==> src/rtl/divu_ctl.sv <==
// Multi-cycle unsigned divide controller for the EX stage: owns HI/LO, runs a
// radix-2 restoring divide over WIDTH cycles, and stalls EX users while busy.
module divu_ctl #(
  parameter int unsigned          WIDTH   = 32,
  parameter int unsigned          CNT_W   = 5,
  parameter logic [WIDTH-1:0]     DZ_QUOT = '1
) (
  input  logic             clk,
  input  logic             rst_n,
  input  logic             ex_valid,
  input  logic [1:0]       signal,
  input  logic             flush,
  input  logic [WIDTH-1:0] dividend,
  input  logic [WIDTH-1:0] divisor,
  output logic             stall,
  output logic             busy,
  output logic [WIDTH-1:0] hilo_out,
  output logic             div_zero,
  output logic             done
);

  typedef enum logic [1:0] {
    S_IDLE,
    S_RUN,
    S_ZDIV,
    S_DONE
  } state_t;

  localparam logic [1:0] SIG_DIVU = 2'b00;
  localparam logic [1:0] SIG_MFLO = 2'b01;
  localparam logic [1:0] SIG_MFHI = 2'b10;
  localparam logic [1:0] SIG_NONE = 2'b11;

  state_t             state, state_nxt;
  logic [WIDTH-1:0]   rem, quo, dsr;
  logic [WIDTH-1:0]   hi, lo;
  logic [CNT_W-1:0]   cnt;

  logic               accept;
  logic               last;
  logic               take;
  logic [WIDTH:0]     rem_sh;
  logic [WIDTH:0]     rem_sub;
  logic [WIDTH-1:0]   rem_nxt, quo_nxt;

  // DONE is not busy, so a divu that retires there is accepted as from IDLE.
  assign accept = ex_valid && (signal == SIG_DIVU) && !flush &&
                  ((state == S_IDLE) || (state == S_DONE));
  assign last   = (cnt == CNT_W'(WIDTH - 1));

  // One restoring step; the shifted remainder needs WIDTH+1 bits when the
  // divisor has its MSB set.
  assign rem_sh  = {rem, quo[WIDTH-1]};
  assign rem_sub = rem_sh - {1'b0, dsr};
  assign take    = (rem_sh >= {1'b0, dsr});
  assign rem_nxt = take ? rem_sub[WIDTH-1:0] : rem_sh[WIDTH-1:0];
  assign quo_nxt = {quo[WIDTH-2:0], take};

  // NOTE: every variable driven here gets a default first so no latch is inferred.
  always_comb begin
    state_nxt = state;
    unique case (state)
      S_IDLE, S_DONE: begin
        state_nxt = S_IDLE;
        if (accept) state_nxt = (divisor == '0) ? S_ZDIV : S_RUN;
      end
      S_RUN: begin
        if (flush)     state_nxt = S_IDLE;
        else if (last) state_nxt = S_DONE;
      end
      S_ZDIV:  state_nxt = flush ? S_IDLE : S_DONE;
      default: state_nxt = S_IDLE;
    endcase
  end

  // NOTE: state and datapath registers use non-blocking assignments so every
  // flop samples pre-edge values regardless of statement order.
  always_ff @(posedge clk or negedge rst_n) begin
    if (!rst_n) state <= S_IDLE;
    else        state <= state_nxt;
  end

  // NOTE: all datapath registers, HI/LO included, are reset; a reset mid-divide
  // must leave no stale partial result visible.
  always_ff @(posedge clk or negedge rst_n) begin
    if (!rst_n) begin
      rem      <= '0;
      quo      <= '0;
      dsr      <= '0;
      cnt      <= '0;
      hi       <= '0;
      lo       <= '0;
      div_zero <= 1'b0;
    end else if (accept) begin
      quo <= dividend;
      dsr <= divisor;
      rem <= '0;
      cnt <= '0;
    end else if ((state == S_RUN) && !flush) begin
      rem <= rem_nxt;
      quo <= quo_nxt;
      cnt <= cnt + CNT_W'(1);
      if (last) begin
        hi       <= rem_nxt;
        lo       <= quo_nxt;
        div_zero <= 1'b0;
      end
    end else if ((state == S_ZDIV) && !flush) begin
      hi       <= quo;
      lo       <= DZ_QUOT;
      div_zero <= 1'b1;
    end
  end

  assign busy  = (state == S_RUN) || (state == S_ZDIV);
  assign done  = (state == S_DONE);
  assign stall = ex_valid && busy && (signal != SIG_NONE);

  always_comb begin
    hilo_out = '0;
    if (!stall) begin
      if (signal == SIG_MFHI)      hilo_out = hi;
      else if (signal == SIG_MFLO) hilo_out = lo;
    end
  end

endmodule

==> config.mk <==
export PLATFORM = sky130hd
export DESIGN_NAME = divu_ctl
export DESIGN_NICKNAME = d
export VERILOG_FILES = /design/src/rtl/divu_ctl.sv
export SDC_FILE = /design/constraint.sdc
export NUM_CORES = 1
export LEC_CHECK = 0
export ABC_AREA = 1
export BUFFER_PORTS_ARGS = -buffer_cell sky130_fd_sc_hd__buf_4
export CAP_MARGIN = 0
export CORE_MARGIN = 2
export CORE_UTILIZATION = 54
export CTS_CLUSTER_SIZE = 20
export DETAILED_ROUTE_END_ITERATION = 16
export PLACE_DENSITY_LB_ADDON = 0.25
export SYNTH_ARGS = -nofsm -noshare
export SYNTH_HDL_FRONTEND = slang
export SYNTH_SLANG_ARGS = --single-unit
==> constraint.sdc <==
create_clock -name clk -period 2.2 [get_ports clk]
set_input_delay 0.11 -clock clk [delete_from_list [all_inputs] [get_ports clk]]
set_output_delay 0.11 -clock clk [all_outputs]
set_load 0.03 [all_outputs]
---- Word level (Yosys, flattened, before mapping) ----
Index checks and enable logic that the tools add are counted.
storage, ports and cells
  bits of input ports ..................... 70
  bits in registers ....................... 168
  ROM bits ................................ 0
  RAM bits ................................ 0
  memories kept ........................... 0
  output and inout bits ................... 36
  bits in latches ......................... 0
  word-level logic and storage cells ...... 63
cells by class
  mux-type cells .......................... 25
  multiply operators ...................... 0
  equality and inequality tests ........... 9
  div/mod/pow operators ................... 0
  $add $sub $neg .......................... 2
  bitwise gates (word level) .............. 1
  shift-type cells ........................ 0
  $lt $le $gt $ge ......................... 1
  reduce and logical (&&, ||, !) cells .... 17
operator list
  kind                                           count
  2-to-1 mux 32 bit                              14
  greater-or-equal comparator 33 x 32 -> 1 bit   1
  zero test 32 bit                               1
  subtractor 32 bit                              1
  2-to-1 mux 2 bit                               5
  2-to-1 mux 5 bit                               2
  logical AND 1 bit                              7
  == test 2 bit, second input constant           3
  one-hot mux 2 bit (3 select lines)             1
  adder 5 x 1 -> 5 bit, second input constant    1
  == test 5 bit, second input constant           1
  == test 2 x 1 -> 1 bit, second input constant  2
  zero test 2 bit                                2
  != test 2 bit, second input constant           2
  nonzero test 2 bit                             2
  2-to-1 mux 1 bit                               3
  != test 3 bit, second input constant           1
  AND reduction 3 bit                            1
  logical OR 1 bit                               2
  OR reduction 2 bit                             1
  zero test 1 bit                                1
  NOT 1 bit                                      1

---- Logic depth before layout (Yosys ltp) ----
Gate-level depths: netlist of run 1.
  depth in word-level cells ............... 6
  mapped depth ............................ 18

---- Least setup slack after synthesis of run 1 ----
Ideal clock, no wire load.
  kind .................................... reg-to-reg
  start ................................... register quo[31]
  end ..................................... register rem[20]
  slack ................................... 0.168 ns
  arrival time ............................ 1.914 ns
  stages on the path, launching flop included .. 17
  period minus slack after synthesis ...... 2.032 ns
  required time ........................... 2.082 ns
  cells stage by stage .................... dfrtp_1 inv_1 ha_1 inv_1 fa_1 nand3_1 nand3_1 nand2_1 nand2_1 nand2_1 nand2_1 nand2_1 nand3b_1 nand3_1 nand2_1 nand3_1 nand2_1
on the way
  longest elaborated chain between the ends .. 4
RTL lines
  what                                                                                      RTL line  source
  start: declaration                                                                        35        logic [WIDTH-1:0] rem, quo, dsr;
  start signal: assignment                                                                  95        quo <= dividend;
  start signal: assignment                                                                  101       quo <= quo_nxt;
  subtractor 32 bit / greater-or-equal comparator 33 x 32 -> 1 bit (equally long branches)  54, 55
  2-to-1 mux 32 bit (*)                                                                     56        assign rem_nxt = take ? rem_sub[WIDTH-1:0] : rem_sh[WIDTH-1:0];
  2-to-1 mux 32 bit (*)                                                                     99        end else if ((state == S_RUN) && !flush) begin
  2-to-1 mux 32 bit (*)                                                                     94        end else if (accept) begin
  end signal: assignment                                                                    100       rem <= rem_nxt;
  end: declaration                                                                          35
Every way passes the cells marked *; elsewhere a longest branch is shown, timed or not. The select of a mux whose other input is x is not followed.
A chain may end at the register's enable or synchronous reset.

---- Worst setup path in the final report of run 1 ----
  start ................................... register rem[5]
  end ..................................... register rem[17]
on the way
  longest elaborated chain between the ends .. 4
RTL lines
  what                                                                                      RTL line
  subtractor 32 bit / greater-or-equal comparator 33 x 32 -> 1 bit (equally long branches)  54, 55
  2-to-1 mux 32 bit (*)                                                                     56
  2-to-1 mux 32 bit (*)                                                                     99
  2-to-1 mux 32 bit (*)                                                                     94
Marks and branches as above.

==> impl_metrics.py, run 1 <==
metrics = {
    "cts": {
        "h-tree-depth": 4,
        "cts_buffers": 17,
        "clk-insertion-delay-late_ps": 440,
        "clockBufferDepth": 2,
        "cts.reportedPaths.clkPinSlew_ps": 70,
        "cts_tree": "yes",
        "cts_sinks": 168,
        "cts-root-buf": "clkbuf_16",
    },
    "synthesis": {
        "ys_warn_count": 0,
        "synth_top_area_share_pct": 39.6,
        "syn_area_sq_um": 10600,
        "synthFlopType": "dfrtp_1",
        "netlist_instances": 1547,
        "ys_ff_latch": 168,
        "synth_edf_count": 0,
        "synth.distinct_cells": 44,
        "synth_seq_area_share_pct": 39.6,
        "synth.largest_area_cell": "dfrtp_1",
        "synthArstFlopShare_pct": 100,
        "synth.area.top_cells": "dfrtp_1 (40%), nand2_1 (19%), inv_1 (9.4%)",
        "syn_nets": 1655,
        "synth.avg_cell_area_sq_um": 6.86,
    },
    "floorplanning": {
        "ioPinCount": 106,
        "die_w_um": 144,
        "num_rows": 51,
        "dieArea_sq_um": 20800,
        "start_util_pct": 54.7,
        "core_area_sq_um": 19400,
        "die_h_um": 144,
    },
    "layout": {
        "nets": 1974,
        "synthToLayoutAreaGrowth_pct": 44.7,
        "drive_gt1_share_pct": 29.5,
        "antenna_cells": 0,
        "fillers": 1309,
    },
    "timing": {
        "skew_ps": 9.23,
        "fmax_ghz": 0.423,
        "period_needed_ps": 2360,
        "tightest_slew_ps": 616,
        "finalSetupViolations": 57,
        "post-route-period-util_pct": 107,
        "slew_violations": 0,
        "rsz0062_at_grt": "yes",
        "worst_slack_ps": -164,
        "slew_headroom_pct": 59.0,
        "final_hold_viol_count": 0,
    },
    "grt": {
        "grt_max_degree": 100,
        "grt-ovfl-total": 0,
        "grt_pass1_vias": 10600,
        "grt_usage_pct": 33.9,
        "antenna_found_initial": 0,
        "grt_pass1_wl_um": 54800,
    },
    "routing": {
        "wire_per_inst_um": 17.9,
        "totalWireLength_um": 38400,
        "routed-via-count": 11900,
        "avgViaCountPerCell": 5.54,
        "antenna_left": 0,
        "dr.pass1.iters": 8,
        "drt-initial-drc-count": 1236,
        "drc": 0,
    },
    "placement": {
        "dp_slack_ps": -228,
        "place.gp.congestion": 0.967,
        "hpwl_um": 23100,
        "io_buffers": 105,
    },
    "critical_path": {
        "start_kind": "flip-flop",
        "arrival_ps": 2740,
        "worstPathRequired_ps": 2570,
        "worstPathMaxFanout": 23,
        "crit_top_cell": "nand2_1",
        "critPathCaptureType": "flip-flop",
        "cp_cell_sequence": "ha_4, nand2_1, nand2_2, nand2_1, nand2_2, inv_2, nand3_2, nand2_2, nand2_4, nand2_4, nand2_8, inv_6, nand2_1, nand2_1, nand3_1, nand2_1",
        "path_class": "flip-flop to flip-flop",
        "critical_path.top_delay_family": "simple AND/OR/NAND/NOR gates",
        "slowest_stage": "dfrtp_1",
        "path_buf_inv": 2,
        "slowest_delay_ps": 420,
    },
    "power": {
        "leakagePower_nw": 8.10,
        "ir_drop_mv": 0.605,
        "pwr_density_cell_nw_per_um2": 1200,
        "p_total_mw": 18.4,
    },
    "status": {
        "status": "finished with violations",
        "violations": "setup timing",
    },
    "flow_run": {
        "max-cap-violations": 0,
    },
    "worst_hold_path": {
        "min_path_type": "primary input to flip-flop",
    },
}
[Yosys cell counts, types with 2 or more instances]
cell type / number
xor2_1: 13
a22oi_1: 4
nor2_2: 7
xnor2_1: 2
o22ai_1: 48
nand2_2: 5
o21ai_0: 110
inv_1: 265
and2_1: 4
nand3_1: 125
nor3_1: 5
or2_2: 2
ha_1: 37
clkbuf_1: 38
o21a_1: 2
inv_2: 4
nor2_1: 53
buf_1: 3
dfrtp_1: 168
a31oi_1: 11
clkinv_1: 2
a21oi_1: 46
buf_2: 17
nand2_1: 529
buf_6: 6
nand3b_1: 7
nor4_1: 9
nand4_1: 9
[per-stage QoR]
stage	hold WS (ps)	instances	TNS, ps	instance area (sq um)	utilization (%)
after global routing	170	2143	-8410	15400	79.2
final	155	2143	-4120	15400	79.2
after global placement	81.6	2002	-6010	12700	65.5
after detailed placement	80.2	2002	-6030	12700	65.5
after floorplan	-186	1547	0	10600	-
after CTS	149	2109	-14.1	14500	74.7
[worst min-delay path, cell delays in order]
cell     delay [ps]
buf_4            90
inv_2            50
a21oi_1         200
a22oi_1          90
[metal layers]
| layer | global-route usage [%] | share of wire [%] | vias to the layer above |
|---|---|---|---|
| met5 | 0 | 0 | - |
| met4 | 11.0 | 4.5 | 0 |
| met3 | 4.77 | 8.1 | 154 |
| met2 | 53.2 | 46 | 715 |
| met1 | 48.7 | 42 | 5496 |
| li1 | - | - | 5503 |
[sequential cells by signal (all words and copies together) (netlist names)]
| signal | flops |
|---|---|
| state | 2 |
| div_zero | 1 |
| quo | 32 |
| cnt | 5 |
| rem | 32 |
| dsr | 32 |
| hi | 32 |
| lo | 32 |
[worst paths after layout]
kind	slack [ps]	end	cells after the start	start
worst max-delay path	-160	rem[17]$_DFFE_PN0P_	16	rem[5]$_DFFE_PN0P_
worst min-delay path	150	state[1]$_DFFE_PN0P_	4	flush
worst max register to register	-160	rem[17]$_DFFE_PN0P_	16	rem[5]$_DFFE_PN0P_
worst min register to register	500	div_zero$_DFFE_PN0P_	2	div_zero$_DFFE_PN0P_
max in group asynchronous	1250	rem[28]$_DFFE_PN0P_	3	rst_n
min in group asynchronous	170	lo[9]$_DFFE_PN0P_	2	rst_n
[cell type report]
cell class              count  area, sq um  area share (%)
multi-input cells        1042         6010            39.1
inverters                 272         1030            6.74
well taps                 265          332            2.16
clock buffers              18          439            2.86
repair buffers            365         3160            20.5
flip-flops and latches    168         4210            27.4
clock inverters            13          181            1.18
[kinds of logic after synthesis]
family | count (synthesis) | share of synthesized area [%]
DFF | 168 | 39.6
and+or+nand+nor | 764 | 30.4
AOI/OAI and AO/OA | 225 | 11.6
adders and majority gates | 38 | 4.55
buffers and inverters | 337 | 12.6
xor gates and xnor gates | 15 | 1.24
[placed cells by master (no fill, tap or decap), drive strengths merged]
| cell | count |
|---|---|
| a21oi | 48 |
| a22oi | 4 |
| a31oi | 11 |
| and2 | 4 |
| and3 | 1 |
| buf | 297 |
| bufinv | 3 |
| clkbuf | 21 |
| clkinv | 3 |
| clkinvlp | 2 |
| dfrtp | 168 |
| dlygate4sd3 | 65 |
| fa | 1 |
| ha | 37 |
| inv | 277 |
| nand2 | 536 |
| nand3 | 126 |
| nand3b | 7 |
| nand4 | 10 |
| nor2 | 62 |
| nor3 | 7 |
| nor4 | 9 |
| o211ai | 1 |
| o21a | 2 |
| o21ai | 111 |
| o22ai | 48 |
| or2 | 2 |
| xnor2 | 2 |
| xor2 | 13 |
[power breakdown]
| part | internal [mW] | leakage, nW | switching [mW] |
|---|---|---|---|
| clock network | 1.85 | 0.302 | 1.39 |
| registers | 4.33 | 2.10 | 0.667 |
| logic | 4.35 | 5.70 | 5.84 |
[what timing repair did]
item | 4_1_cts | 5_1_grt
endpoints found under the setup margin | 62 | 108
hold buffers | 65 | 0
pin swaps | 13 | 63
gates cloned | 0 | 5
resized for setup | 63 | 166
endpoints found under the hold margin | 108 | 0
setup buffers | 11 | 29
No activity file was read; power rests on OpenSTA's default activity.
==> run 2, diff against run 1 <==
Settings changed: CORE_UTILIZATION 54 to 50.
==> run 2 against run 1 <==
  * The run still ends with setup timing left
  * Cell area fell by 0.20%
  * Via count fell by 4.3%
  * Sequential share of layout area up 0.10 points
  * Flip-flop and latch count did not move
  * Final cell count grew 0.61%
  * Utilization shrank 6.0 points
  * Worst hold slack worse by 27 ps
  * Wire length down 8.3%
  * Critical path type unchanged
  * Largest power group unchanged
==> impl_metrics.py, run 2 (synthesis gave the netlist of run 1 again) <==
metrics = {
    "timing": {
        "rsz0062_at_grt": "yes",
        "finalSetupViolations": 2,
        "fmax_ghz": 0.453,
        "skew_ps": 13.8,
        "slew_violations": 0,
        "slew_headroom_pct": 63.4,
        "tns_ps": -7.80,
        "final_hold_viol_count": 0,
        "period_needed_ps": 2210,
        "tightest_slew_ps": 549,
        "post-route-period-util_pct": 100,
        "worst_slack_ps": -7.38,
    },
    "floorplanning": {
        "die_h_um": 150,
        "start_util_pct": 50.7,
        "ioPinCount": 106,
        "die_w_um": 150,
        "num_rows": 53,
        "dieArea_sq_um": 22400,
        "core_area_sq_um": 21000,
    },
    "grt": {
        "grt-ovfl-total": 0,
        "grt_pass1_vias": 10500,
        "grt_pass1_wl_um": 53700,
        "grt_usage_pct": 30.5,
        "grt_max_degree": 86,
        "antenna_found_initial": 0,
    },
    "status": {
        "status": "finished with violations",
        "violations": "setup timing",
    },
    "power": {
        "swShare_pct": 43.3,
        "leakagePower_nw": 8.09,
        "ir_drop_mv": 0.597,
        "pwr_density_cell_nw_per_um2": 1180,
        "power_frac_seq_pct": 27.5,
        "intPower_mw": 10.3,
        "p_switching_mw": 7.83,
        "p_total_mw": 18.1,
        "pwr-share-comb_pct": 55.7,
        "clkPwrFrac_pct": 16.7,
    },
    "layout": {
        "drive_gt1_share_pct": 30.8,
        "nets": 1976,
        "utilization_pct": 73.2,
        "final_common_cell": "nand2_1",
        "synthToLayoutAreaGrowth_pct": 44.4,
        "antenna_cells": 0,
        "final_cell_mix": "nand2_1 (442), buf_4 (287), inv_1 (239)",
        "fin_cells": 2156,
    },
    "placement": {
        "placed_cells": 2023,
        "place.gp.congestion": 0.975,
        "hpwl_um": 23600,
        "dp_slack_ps": -254,
        "io_buffers": 105,
    },
    "routing": {
        "avgViaCountPerCell": 5.27,
        "wire_per_inst_um": 16.3,
        "drt-initial-drc-count": 833,
        "antenna_left": 0,
        "drc": 0,
        "totalWireLength_um": 35200,
        "dr.pass1.iters": 7,
        "routed-via-count": 11400,
    },
    "cts": {
        "clockBufferDepth": 2,
        "clk-insertion-delay-late_ps": 440,
        "cts_buffers": 17,
        "cts.reportedPaths.clkPinSlew_ps": 70,
        "cts_tree": "yes",
        "h-tree-depth": 4,
        "cts_sinks": 168,
        "cts-root-buf": "clkbuf_16",
    },
    "critical_path": {
        "worstPathRequired_ps": 2580,
        "path_buf_inv": 2,
        "crit_top_cell": "nand2_4",
        "path_class": "flip-flop to flip-flop",
        "startpoint": "rem[28]$_DFFE_PN0P_",
        "worstPathMaxFanout": 7,
        "cp_cell_sequence": "ha_4, nand2_4, nor3_4, nand2_4, a21oi_4, nor2_8, nand2_8, buf_12, buf_4, nand3_2, nand2_2, nand3_1, nand2_1",
        "arrival_ps": 2580,
        "critPathCaptureType": "flip-flop",
        "r2r_start": "rem[28]$_DFFE_PN0P_",
        "slowest_delay_ps": 440,
        "critical_path.top_delay_family": "simple AND/OR/NAND/NOR gates",
        "start_kind": "flip-flop",
        "slowest_stage": "dfrtp_1",
    },
    "worst_hold_path": {
        "min_path_type": "primary input to flip-flop",
        "hp-start": "flush",
    },
    "flow_run": {
        "max-cap-violations": 0,
    },
}
[run 2: cell type report]
| cell class | instances | area (sq um) |
|---|---|---|
| Clock buffer | 18 | 439 |
| Clock inverter | 14 | 153 |
| Inverter | 272 | 1030 |
| Multi-Input combinational cell | 1042 | 6070 |
| Tap cell | 275 | 344 |
| Fill cell | 1628 | 5620 |
| Sequential cell | 168 | 4220 |
| Timing Repair Buffer | 367 | 3080 |
[run 2: metrics by stage]
stage	hold WS, ps	cell area [sq um]
2_1_floorplan	-186	10600
3_3_place_gp	123	12800
3_5_place_dp	116	12800
4_1_cts	106	14500
5_1_grt	170	15300
6_report	128	15300
[run 2: worst register-to-register path, cell delays in order (launching register included)]
cell and delay [ps]:
dfrtp_1 440, ha_4 320, nand2_4 70, nor3_4 250
nand2_4 110, a21oi_4 180, nor2_8 70, nand2_8 90
buf_12 140, buf_4 120, nand3_2 120, nand2_2 90
nand3_1 70, nand2_1 80
[run 2: worst paths after layout]
check	end	slack, ps	cells past startpoint
setup / recovery	hi[23]$_DFFE_PN0P_	-7	13
hold / removal	state[1]$_DFFE_PN0P_	130	4
setup reg to reg	hi[23]$_DFFE_PN0P_	-7	13
hold reg to reg	cnt[2]$_DFFE_PN0P_	490	1
max in group asynchronous	rem[24]$_DFFE_PN0P_	1300	3
min in group asynchronous	lo[11]$_DFFE_PN0P_	200	2
[run 2: repair_timing]
action / in CTS / in global routing
hold endpoints to repair: 114 / 0
cloned: 0 / 2
buffers inserted: 8 / 27
resized for setup: 73 / 184
pin swaps: 11 / 72
endpoints found under the setup margin: 63 / 96
hold buffers: 65 / 0
[run 2: routing by layer]
metal	vias up	track usage (%)	part of all wire [%]
li1	5520	-	-
met1	5284	42.8	43
met3	65	5.52	7.3
met4	0	8.30	2.7
met5	-	0	0
met2	485	48.8	47
[run 2: power by group through the flow]
stage	Combinational, mW	Sequential, mW	Clock [mW]
after floorplan	4.76	4.79	0
after global placement	7.87	4.92	0
after detailed placement	7.98	4.96	0
after CTS	8.69	4.92	3.06
after global routing	11.0	5.09	3.20
final	10.1	4.98	3.03
==> run 3, diff against run 2 <==
Settings changed: SETUP_SLACK_MARGIN set to 0.05.
==> run 3 against run 2 <==
  * The run still ends with setup timing left
  * Clock-buffer cell count stayed put
  * Fmax is 2.7% lower
  * Worst hold slack worse by 5.9 ps
  * Clock skew hardly changed
  * Wire length is 3.9% higher
  * Combinational power is 8% higher
  * Setup slack worse by 61 ps
  * Final cell count is 0.97% higher
  * Critical endpoint is now rem[10]$_DFFE_PN0P_
  * Largest power group unchanged
  * Highest routed layer unchanged
==> impl_metrics.py, run 3 (synthesis gave the netlist of run 1 again) <==
metrics = {
    "layout": {
        "final_cell_mix": "nand2_1 (408), buf_4 (282), inv_1 (218)",
        "final_common_cell": "nand2_1",
        "synthToLayoutAreaGrowth_pct": 50.1,
        "utilization_pct": 76.1,
        "drive_gt1_share_pct": 35.6,
        "nets": 1997,
        "antenna_cells": 0,
    },
    "timing": {
        "post-route-period-util_pct": 103,
        "final_hold_viol_count": 0,
        "period_needed_ps": 2270,
        "finalSetupViolations": 2,
        "rsz0062_at_grt": "yes",
        "worst_slack_ps": -68.4,
        "tightest_slew_ps": 558,
        "fmax_ghz": 0.441,
        "slew_headroom_pct": 62.8,
        "slew_violations": 0,
        "skew_ps": 13.6,
    },
    "cts": {
        "clockBufferDepth": 2,
        "cts-root-buf": "clkbuf_16",
        "cts_sinks": 168,
        "cts_buffers": 17,
        "h-tree-depth": 4,
        "cts.reportedPaths.clkPinSlew_ps": 80,
        "clk-insertion-delay-late_ps": 440,
        "cts_tree": "yes",
    },
    "placement": {
        "place.gp.congestion": 0.975,
        "dp_slack_ps": -254,
        "hpwl_um": 23600,
        "io_buffers": 105,
    },
    "power": {
        "ir_drop_mv": 0.621,
        "leakagePower_nw": 8.31,
        "pwr_density_cell_nw_per_um2": 1190,
    },
    "critical_path": {
        "r2r_start": "rem[8]$_DFFE_PN0P_",
        "arrival_ps": 2640,
        "worstPathMaxFanout": 3,
        "r2r_slack_ps": -70,
        "cp_num_cells": 13,
        "critPathCaptureType": "flip-flop",
        "slowest_stage": "dfrtp_1",
        "worstPathRequired_ps": 2570,
        "endpoint": "rem[10]$_DFFE_PN0P_",
        "crit_top_cell": "nand2_1",
        "worstReg2RegEnd": "rem[10]$_DFFE_PN0P_",
        "cp_cell_sequence": "ha_4, nand2_2, buf_4, inv_1, nand2_1, nand2_1, nand3b_1, buf_4, xor2_1, nand2_1, nand2_2, nand3_2, nand2_1",
        "slowest_delay_ps": 430,
        "start_kind": "flip-flop",
        "path_class": "flip-flop to flip-flop",
        "critical_path.top_delay_family": "simple AND/OR/NAND/NOR gates",
        "path_buf_inv": 3,
        "reg2reg_depth": 13,
        "startpoint": "rem[8]$_DFFE_PN0P_",
    },
    "worst_hold_path": {
        "hp-start": "flush",
        "min_path_type": "primary input to flip-flop",
    },
    "floorplanning": {
        "die_h_um": 150,
        "die_w_um": 150,
        "start_util_pct": 50.7,
        "dieArea_sq_um": 22400,
        "core_area_sq_um": 21000,
        "num_rows": 53,
        "ioPinCount": 106,
    },
    "routing": {
        "drt-initial-drc-count": 1081,
        "avgViaCountPerCell": 5.34,
        "totalWireLength_um": 36500,
        "wire_per_inst_um": 16.8,
        "antenna_left": 0,
        "routed-via-count": 11600,
        "drc": 0,
        "dr.pass1.iters": 6,
    },
    "grt": {
        "grt_max_degree": 86,
        "grt-ovfl-total": 0,
        "grt_usage_pct": 30.9,
        "grt_pass1_wl_um": 54500,
        "antenna_found_initial": 0,
        "grt_pass1_vias": 10700,
    },
    "flow_run": {
        "max-cap-violations": 0,
    },
    "status": {
        "violations": "setup timing",
        "status": "finished with violations",
    },
}
run 3: changes by cell type in the layout (fill, tap and decap cells not counted), moves of 4 or more:
| cell | previous run | this run |
|---|---|---|
| nor2_2 | 4 | 9 |
| a21oi_1 | 33 | 27 |
| inv_1 | 239 | 218 |
| inv_2 | 31 | 50 |
| nand2_2 | 80 | 98 |
| buf_4 | 287 | 282 |
| nand3_2 | 27 | 31 |
| nand2_4 | 13 | 29 |
| nand3_1 | 99 | 90 |
| buf_6 | 3 | 25 |
| nor2_1 | 41 | 35 |
| nand2_1 | 442 | 408 |
| nand3_4 | 0 | 5 |
| a21oi_2 | 14 | 20 |
run 3: worst reg2reg max path, cell delays in order, from the launching register on:
cell	delay [ps]
dfrtp_1	430
ha_4	270
nand2_2	100
buf_4	130
inv_1	50
nand2_1	60
nand2_1	100
nand3b_1	320
buf_4	220
xor2_1	170
nand2_1	90
nand2_2	100
nand3_2	70
nand2_1	90
run 3: what timing repair did:
| action | in CTS | in global routing |
|---|---|---|
| resized for setup | 125 | 266 |
| pin swaps | 31 | 118 |
| cloned | 0 | 4 |
| hold buffers | 65 | 0 |
| buffers inserted | 26 | 28 |
| endpoints found under the hold margin | 114 | 0 |
| setup endpoints to repair | 66 | 116 |
run 3: worst min-delay path by stage:
| stage | endpoint | cells after the start | slack, ps |
|---|---|---|---|
| 2_1_floorplan | cnt[0]$_DFFE_PN0P_ | 0 | -190 |
| 6_report | state[1]$_DFFE_PN0P_ | 4 | 120 |
| 4_1_cts | state[1]$_DFFE_PN0P_ | 4 | 110 |
| 3_3_place_gp | lo[11]$_DFFE_PN0P_ | 1 | 120 |
| 3_5_place_dp | lo[11]$_DFFE_PN0P_ | 1 | 120 |
| 5_1_grt | state[1]$_DFFE_PN0P_ | 4 | 170 |
run 3: metrics by stage:
step                setup TNS [ps]  hold slack (ps)  power [mW]  instances  area, sq um
floorplan                        0             -186        9.55       1547        10600
global placement             -6910              123        12.8       2023        12800
detailed placement           -6550              116        12.9       2023        12800
CTS                              0              106        17.2       2146        14900
global route                 -1880              167        20.1       2177        15900
finish                        -117              122        18.9       2177        15900
run 3: where the power goes:
group	switching (mW)	internal, mW
combinational	6.09	4.79
clock	1.49	1.55
sequential	0.659	4.33
total	8.23	10.7
run 3: area by class of cell:
type / instances / area (sq um)
Fill cell: 1516 / 5020
Timing Repair Buffer: 388 / 3360
Tap cell: 275 / 344
Clock buffer: 18 / 439
Sequential cell: 168 / 4220
Clock inverter: 14 / 153
Inverter: 272 / 1030
Multi-Input combinational cell: 1042 / 6390
run 3: layer usage:
metal,part of all wire [%],track usage [%]
met1,42,43.2
met3,7.8,5.79
met4,2.7,9.15
met2,48,49.2
met5,0,0
